File: src/rtl/usr_pkg.sv
// Shared definitions for the universal shift register: operation encoding,
// controller state type and the multi-step mode qualifier.
package usr_pkg;

   typedef enum logic [2:0] {
      M_HOLD = 3'b000,
      M_LOAD = 3'b001,
      M_SHL  = 3'b010,
      M_SHR  = 3'b011,
      M_ROL  = 3'b100,
      M_ROR  = 3'b101,
      M_ASR  = 3'b110,
      M_CLR  = 3'b111
   } mode_t;

   typedef enum logic [1:0] {
      S_IDLE = 2'b00,
      S_RUN  = 2'b01,
      S_DONE = 2'b10
   } state_t;

   // Only the shift and rotate operations make sense repeated over several cycles.
   function automatic logic is_multi_mode(input logic [2:0] m);
      return (m >= 3'(M_SHL)) && (m <= 3'(M_ASR));
   endfunction

endpackage

File: src/rtl/usr_shift_step.sv
// One-step next-value logic for the universal shift register; shared by the
// single-step path and the multi-step RUN path.
module usr_shift_step
   import usr_pkg::*;
#(
   parameter int WIDTH = 8
) (
   input  logic [WIDTH-1:0] Q,
   input  logic [WIDTH-1:0] D,
   input  logic             ser_in,
   input  logic [2:0]       mode,
   output logic [WIDTH-1:0] next_q
);

   always_comb begin
      next_q = Q;
      case (mode_t'(mode))
         M_HOLD:  next_q = Q;
         M_LOAD:  next_q = D;
         M_SHL:   next_q = {Q[WIDTH-2:0], ser_in};
         M_SHR:   next_q = {ser_in, Q[WIDTH-1:1]};
         M_ROL:   next_q = {Q[WIDTH-2:0], Q[WIDTH-1]};
         M_ROR:   next_q = {Q[0], Q[WIDTH-1:1]};
         M_ASR:   next_q = {Q[WIDTH-1], Q[WIDTH-1:1]};
         M_CLR:   next_q = '0;
         default: next_q = Q;
      endcase
   end

endmodule

File: src/rtl/universal_shift_reg.sv
// Universal shift register with single-step commands and a multi-step
// shift/rotate sequencer (IDLE -> RUN -> DONE) that pulses done on completion.
module universal_shift_reg
   import usr_pkg::*;
#(
   parameter int WIDTH = 8,
   localparam int CNT_W = $clog2(WIDTH) + 1
) (
   input  logic             clk,
   input  logic             reset,
   input  logic             enable,
   input  logic [2:0]       mode,
   input  logic [WIDTH-1:0] D,
   input  logic             ser_in,
   input  logic             start,
   input  logic [CNT_W-1:0] amount,
   output logic [WIDTH-1:0] Q,
   output logic             ser_out,
   output logic             busy,
   output logic             done
);

   state_t           state;
   logic [2:0]       run_mode;
   logic [CNT_W-1:0] cnt;
   logic [2:0]       step_mode;
   logic [WIDTH-1:0] step_q;

   // While running, the latched mode owns both the datapath and ser_out.
   assign step_mode = (state == S_RUN) ? run_mode : mode;
   assign ser_out   = (step_mode == 3'(M_SHL) || step_mode == 3'(M_ROL)) ? Q[WIDTH-1] : Q[0];

   usr_shift_step #(.WIDTH(WIDTH)) u_step (
      .Q      (Q),
      .D      (D),
      .ser_in (ser_in),
      .mode   (step_mode),
      .next_q (step_q)
   );

   always_ff @(posedge clk or posedge reset) begin
      if (reset) begin
         state    <= S_IDLE;
         Q        <= '0;
         run_mode <= 3'(M_HOLD);
         cnt      <= '0;
         busy     <= 1'b0;
         done     <= 1'b0;
      end else begin
         case (state)
            S_RUN: begin
               Q   <= step_q;
               cnt <= cnt - 1'b1;
               if (cnt == CNT_W'(1)) begin
                  state <= S_DONE;
                  busy  <= 1'b0;
                  done  <= 1'b1;
               end
            end
            default: begin
               state <= S_IDLE;
               busy  <= 1'b0;
               done  <= 1'b0;
               // A start with a non-shift mode is not a command, so enable still applies.
               if (start && is_multi_mode(mode)) begin
                  run_mode <= mode;
                  if (amount == '0) begin
                     state <= S_DONE;
                     done  <= 1'b1;
                  end else begin
                     state <= S_RUN;
                     busy  <= 1'b1;
                     cnt   <= amount;
                  end
               end else if (enable) begin
                  Q <= step_q;
               end
            end
         endcase
      end
   end

endmodule

File: config.mk
export PLATFORM = sky130hd
export DESIGN_NAME = universal_shift_reg
export DESIGN_NICKNAME = d
export VERILOG_FILES = /design/src/rtl/usr_pkg.sv /design/src/rtl/usr_shift_step.sv /design/src/rtl/universal_shift_reg.sv
export SDC_FILE = /design/constraint.sdc
export NUM_CORES = 1
export LEC_CHECK = 0
export BUFFER_PORTS_ARGS = -buffer_cell sky130_fd_sc_hd__clkbuf_2
export CAP_MARGIN = 30
export CORE_AREA = 2 2 49 56
export CTS_CLUSTER_DIAMETER = 30
export DETAILED_ROUTE_END_ITERATION = 12
export DIE_AREA = 0 0 51 58
export PLACE_DENSITY = 0.76
export SYNTH_ARGS = -nofsm -noshare
export SYNTH_HDL_FRONTEND = slang
export SYNTH_SLANG_ARGS = --single-unit
File: constraint.sdc
create_clock -name clk -period 2.6 [get_ports clk]
set_clock_uncertainty 0.1 [all_clocks]
set_input_delay 0.13 -clock clk [delete_from_list [all_inputs] [get_ports clk]]
set_output_delay 0.13 -clock clk [all_outputs]
set_load 0.005 [all_outputs]
; Yosys cells after proc, flatten, opt, wreduce, memory -nomap -nowiden
; Index checks and enable logic that the tools add are counted.
[word_totals]
regBits = 19
latchBits = 0
ramBits = 0
mem_bits_ro = 0
out_inout_bits = 11
elab_cells = 53
n_memories = 0
[classes]
add_sub_neg = 1
n_mul = 0
div = 0
n_lt_le_gt_ge = 2
eq_ne = 12
shifts = 0
n_mux = 21
n_bitwise = 1
n_reduce_logical = 10
[ops]
columns = op, n
row1 = 8-bit one-hot mux with 8 select lines, 1
row2 = 8-bit two-way mux, 3
row3 = 3-bit equality test (second input constant), 4
row4 = 4-bit two-way mux, 3
row5 = 1-bit two-way mux, 9
row6 = 2-bit two-way mux, 4
row7 = 3-bit by 2-bit equality test with 1-bit output (second input constant), 2
row8 = 2-bit AND reduction, 3
row9 = 4-bit by 1-bit equality test with 1-bit output (second input constant), 1
row10 = 4-bit logical NOT, 1
row11 = 2-bit inequality test (second input constant), 2
row12 = 2-bit nonzero test, 2
row13 = 4-bit by 1-bit subtractor with 4-bit output (second input constant), 1
row14 = 3-bit by 1-bit equality test with 1-bit output (second input constant), 1
row15 = 3-bit by 2-bit >= comparator with 1-bit output (second input constant), 1
row16 = 3-bit <= comparator (second input constant), 1
row17 = 3-bit logical NOT, 1
row18 = 3-bit two-way mux, 1
row19 = 2-bit by 1-bit equality test with 1-bit output (second input constant), 1
row20 = 1-bit logical AND, 2
row21 = 2-bit by 1-bit inequality test with 1-bit output (second input constant), 1
row22 = 1-bit logical OR, 1
row23 = 1-bit inverter, 1

; Logic depth before layout (Yosys ltp)
[depth]
depth_word = 7
ltp_mapped = 7

; Cells and area by module
; Synthesis repeated with hierarchy kept, for this count alone.
[hier_totals]
cells_unflattened = 142
area_unflattened_um2 = 1350.0
[by_module_without_submodules]
columns = module, n_inst, cells_per_inst, area_per_inst_um2, seq_area_each_um2
row1 = universal_shift_reg, 1, 82, 939.7, 425.4
row2 = usr_shift_step, 1, 60, 410.4, 0.0

; Worst setup path before layout
; Ideal clock, no wire load.
[synth_timing]
path_type = flip-flop to flip-flop
from = register, netlist name done
to = register Q[1]
setup_ps = 129
t_arrival_ps = 1687
required_ps = 2371
setup_slack_ps = 684
stages_incl_launch_ff = 8
path_buffers = 2
cell_sequence = dfrtp_1 > nand2b_1 > buf_6 > mux2i_2 > buf_6 > mux2_4 > a221oi_1 > o31ai_1
[synth_rtl]
columns = element, line_no
row1 = end signal: assignment, universal_shift_reg.sv:52  ; Q <= step_q;
row2 = end signal: assignment, universal_shift_reg.sv:76  ; Q <= step_q;
row3 = end: declaration, universal_shift_reg.sv:17  ; output logic [WIDTH-1:0] Q,

==> flow_summary_export.csv <==
group,metric,value,unit
worst_setup_path,worstSetupPathType,"register to output port",
final_layout,syn_to_final_growth,16.8,%
timing,fmax,404,MHz
timing,holdWs,0.000742,ns
synthesis,synth_edf_count,0,
floorplanning,die_area,2960,um2
worst_setup_path,slowest_delay,0.44,ns
clock_network,insertion_delay,0.30,ns
floorplanning,start_util,49.8,%
pwr,p_clk_share,7.9,%
place,hpwl,2030,um
worst_setup_path,start_kind,"register",
worst_setup_path,crit_path_start,"done",
global_routing,use_met3,2.58,%
global_routing,grt_remaining_overflow,0,
synthesis,syn_avg_cell_area,9.79,um2
final_layout,drive_above_1_share,33.1,%
pwr,p_int,1060,uW
synthesis,ys.flop_type,"dfrtp_1",
global_routing,top_usage_layer,"met2",
global_routing,grt_pass1_vias,1064,
timing,finalSetupTns,0,ns
final_layout,final_common_cell,"clkbuf_2",
pwr,p_sw,822,uW
synthesis,synth_nets,144,
clock_network,clk_root_buffer_cell,"clkbuf_4",
pwr,p_seq_share,30.4,%
place,place_ws,0.395,ns
clock_network,clock_sinks,17,
route,wirelength,2840,um
timing,setup_violations,0,
synthesis,ys_types,41,
job,maxCapViolations,0,
timing,period_needed,2.47,ns
pwr,leakage,0.000653,uW
global_routing,grt.total_usage,20.7,%
synthesis,synth-seq-cells,17,
pwr,peakVddDrop,0.682,mV
floorplanning,die_h,58,um
worst_setup_path,required,2.37,ns
final_layout,utilization,58.1,%
synthesis,netlist_area,1190,um2
clock_network,clk_path_buf_depth,2,
clock_network,path_clk_slew,0.11,ns
timing,slew_headroom,53.7,%
min_path,hp-class,"input pin to register",
route,first_pass_iters,5,
min_path,holdPathStages,3,
worst_setup_path,crit_arrival,2.24,ns
clock_network,holdBufCountCts,1,
synthesis,yosys_warnings,0,
synthesis,seq_area_frac_synth,35.6,%
worst_setup_path,slowest_stage,"dfrtp_1",
final_layout,final_cell_mix,"clkbuf_2, dfrtp_1, nor2_1, nand2_1, a221oi_1",
floorplanning,pin_count,31,
global_routing,use_met1,27.6,%
pwr,powerDensity,1350,nW/um2
worst_setup_path,path_cells,"and2b_4, mux2i_2, xor2_1, nand2_1, mux2_1, clkbuf_2",
worst_setup_path,worstRegToRegCells,6,
place,io_buffers,30,
route,postRouteAntennaNets,0,
clock_network,cts_buffers,3,
floorplanning,coreArea,2400,um2
synthesis,async_reset_ff_share,100,%
timing,worst_pin_slew,0.694,ns
timing,drv_slew,0,
clock_network,ctsResizeCount,0,
clock_network,cts_tree,"built",
timing,rsz0062_at_grt,"false",
synthesis,syn_inst,122,
floorplanning,die_w,51,um
floorplanning,num_rows,19,
timing,finalCritPeriodShare,95.1,%
timing,layout_setup_ws,0.126,ns
route,drtIter0Drc,19,
global_routing,grt_pass1_wl,4730,um
global_routing,grt_max_degree,18,
route,vias_per_cell,5.98,
worst_setup_path,worstReg2RegStart,"done",
clock_network,h-tree-depth,1,
pwr,pwr-share-comb,61.7,%
global_routing,antenna_found_initial,0,
final_layout,fillCellCount,219,
worst_setup_path,critPathMaxFanout,13,
worst_setup_path,crit_path_end_kind,"output port",
global_routing,met2_usage,34.9,%
pwr,finalPower,1880,uW
route,wl_per_cell,15.3,um
place,gp_congestion,0.814,
timing,hold_violations,0,
route,vias,1107,
final_layout,num_antenna_cells,0,
run_status,outcome,"completed",
min_path,hp-start,"D[0]",
pwr,p_sw_share,43.6,%
route,drc,0,
clock_network,post_cts.repair.setup_buffers,0,
final_layout,layout.nets,177,
==> final timing paths <==
| path | end | slack [ns] |
|---|---|---|
| worst max-delay path | ser_out | 0.13 |
| worst min-delay path | Q[0] | 0.0007 |
| worst max register to register | Q[4] | 0.33 |
| worst min register to register | cnt[0] | 0.45 |
| max in group asynchronous | Q[1] | 1.60 |
| min in group asynchronous | cnt[3] | 0.36 |
==> sequential cells by signal, indices dropped and copies added, names as in the netlist <==
signal and count:
state 1, run_mode 3, cnt 4, Q 8, done 1
==> logic make-up (layout without fill, tap and decap cells) <==
family | count (synthesis) | after routing | synth area share, %
muxes | 14 | 14 | 15.0
xor gates and xnor gates | 3 | 3 | 2.20
and+or+nand+nor | 38 | 38 | 16.8
AOI/OAI and AO/OA | 39 | 39 | 23.8
DFF | 17 | 17 | 35.6
buffers and inverters | 9 | 41 | 4.61
adders and majority gates | 2 | 2 | 2.09
==> layout make-up <==
type,instances,area (um2),share of cell area (%)
Tap cell,31,38.8,2.78
Sequential cell,17,425,30.5
Multi-Input combinational cell,96,714,51.2
Inverter,4,15.0,1.08
Timing Repair Buffer,33,175,12.6
Clock buffer,4,26.3,1.88
==> worst max-delay path: cells and delay by family, from the launching register on <==
kind                   cells  cell delay (ns)
XOR/XNOR                   1             0.18
multiplexers               2             0.75
buffers and inverters      1             0.12
AND/OR/NAND/NOR            2             0.47
flip-flops                 1             0.44
==> power by group through the flow <==
| stage | logic, uW | registers [uW] | clock network [uW] |
|---|---|---|---|
| 2_1_floorplan | 940 | 537 | 0 |
| 6_report | 1160 | 572 | 149 |
| 3_5_place_dp | 1160 | 573 | 0 |
| 4_1_cts | 1160 | 568 | 148 |
| 3_3_place_gp | 1130 | 567 | 0 |
| 5_1_grt | 1290 | 595 | 155 |
==> cells in the mapped netlist (all sizes together), types with 2 or more instances <==
cell    instances  area, um2
inv             4       15.0
a221oi          9       78.8
mux2i           4       47.6
ha              2       25.0
o31ai           9       72.6
dfrtp          17        425
nor3            2       10.0
a21oi           7       35.0
and3            3       18.8
nand2          11       41.3
o21ai           6       33.8
a31oi           2       12.5
buf             5       40.0
mux2           10        131
xnor2           2       17.5
nor2           13       53.8
==> per-layer routing <==
| layer | wire, um | share of wire (%) | up-vias |
|---|---|---|---|
| met4 | 40 | 1.4 | 0 |
| met5 | 0 | 0 | - |
| met3 | 150 | 5.3 | 6 |
| met1 | 1290 | 45 | 528 |
| met2 | 1360 | 48 | 40 |
| li1 | - | - | 533 |
==> per-stage QoR <==
| stage | instance area (um2) | std cells |
|---|---|---|
| CTS | 1400 | 185 |
| finish | 1400 | 185 |
| detailed placement | 1360 | 180 |
| global route | 1400 | 185 |
| floorplan | 1190 | 122 |
| global placement | 1360 | 180 |
Note: power is estimated with default switching activity, not from simulation.
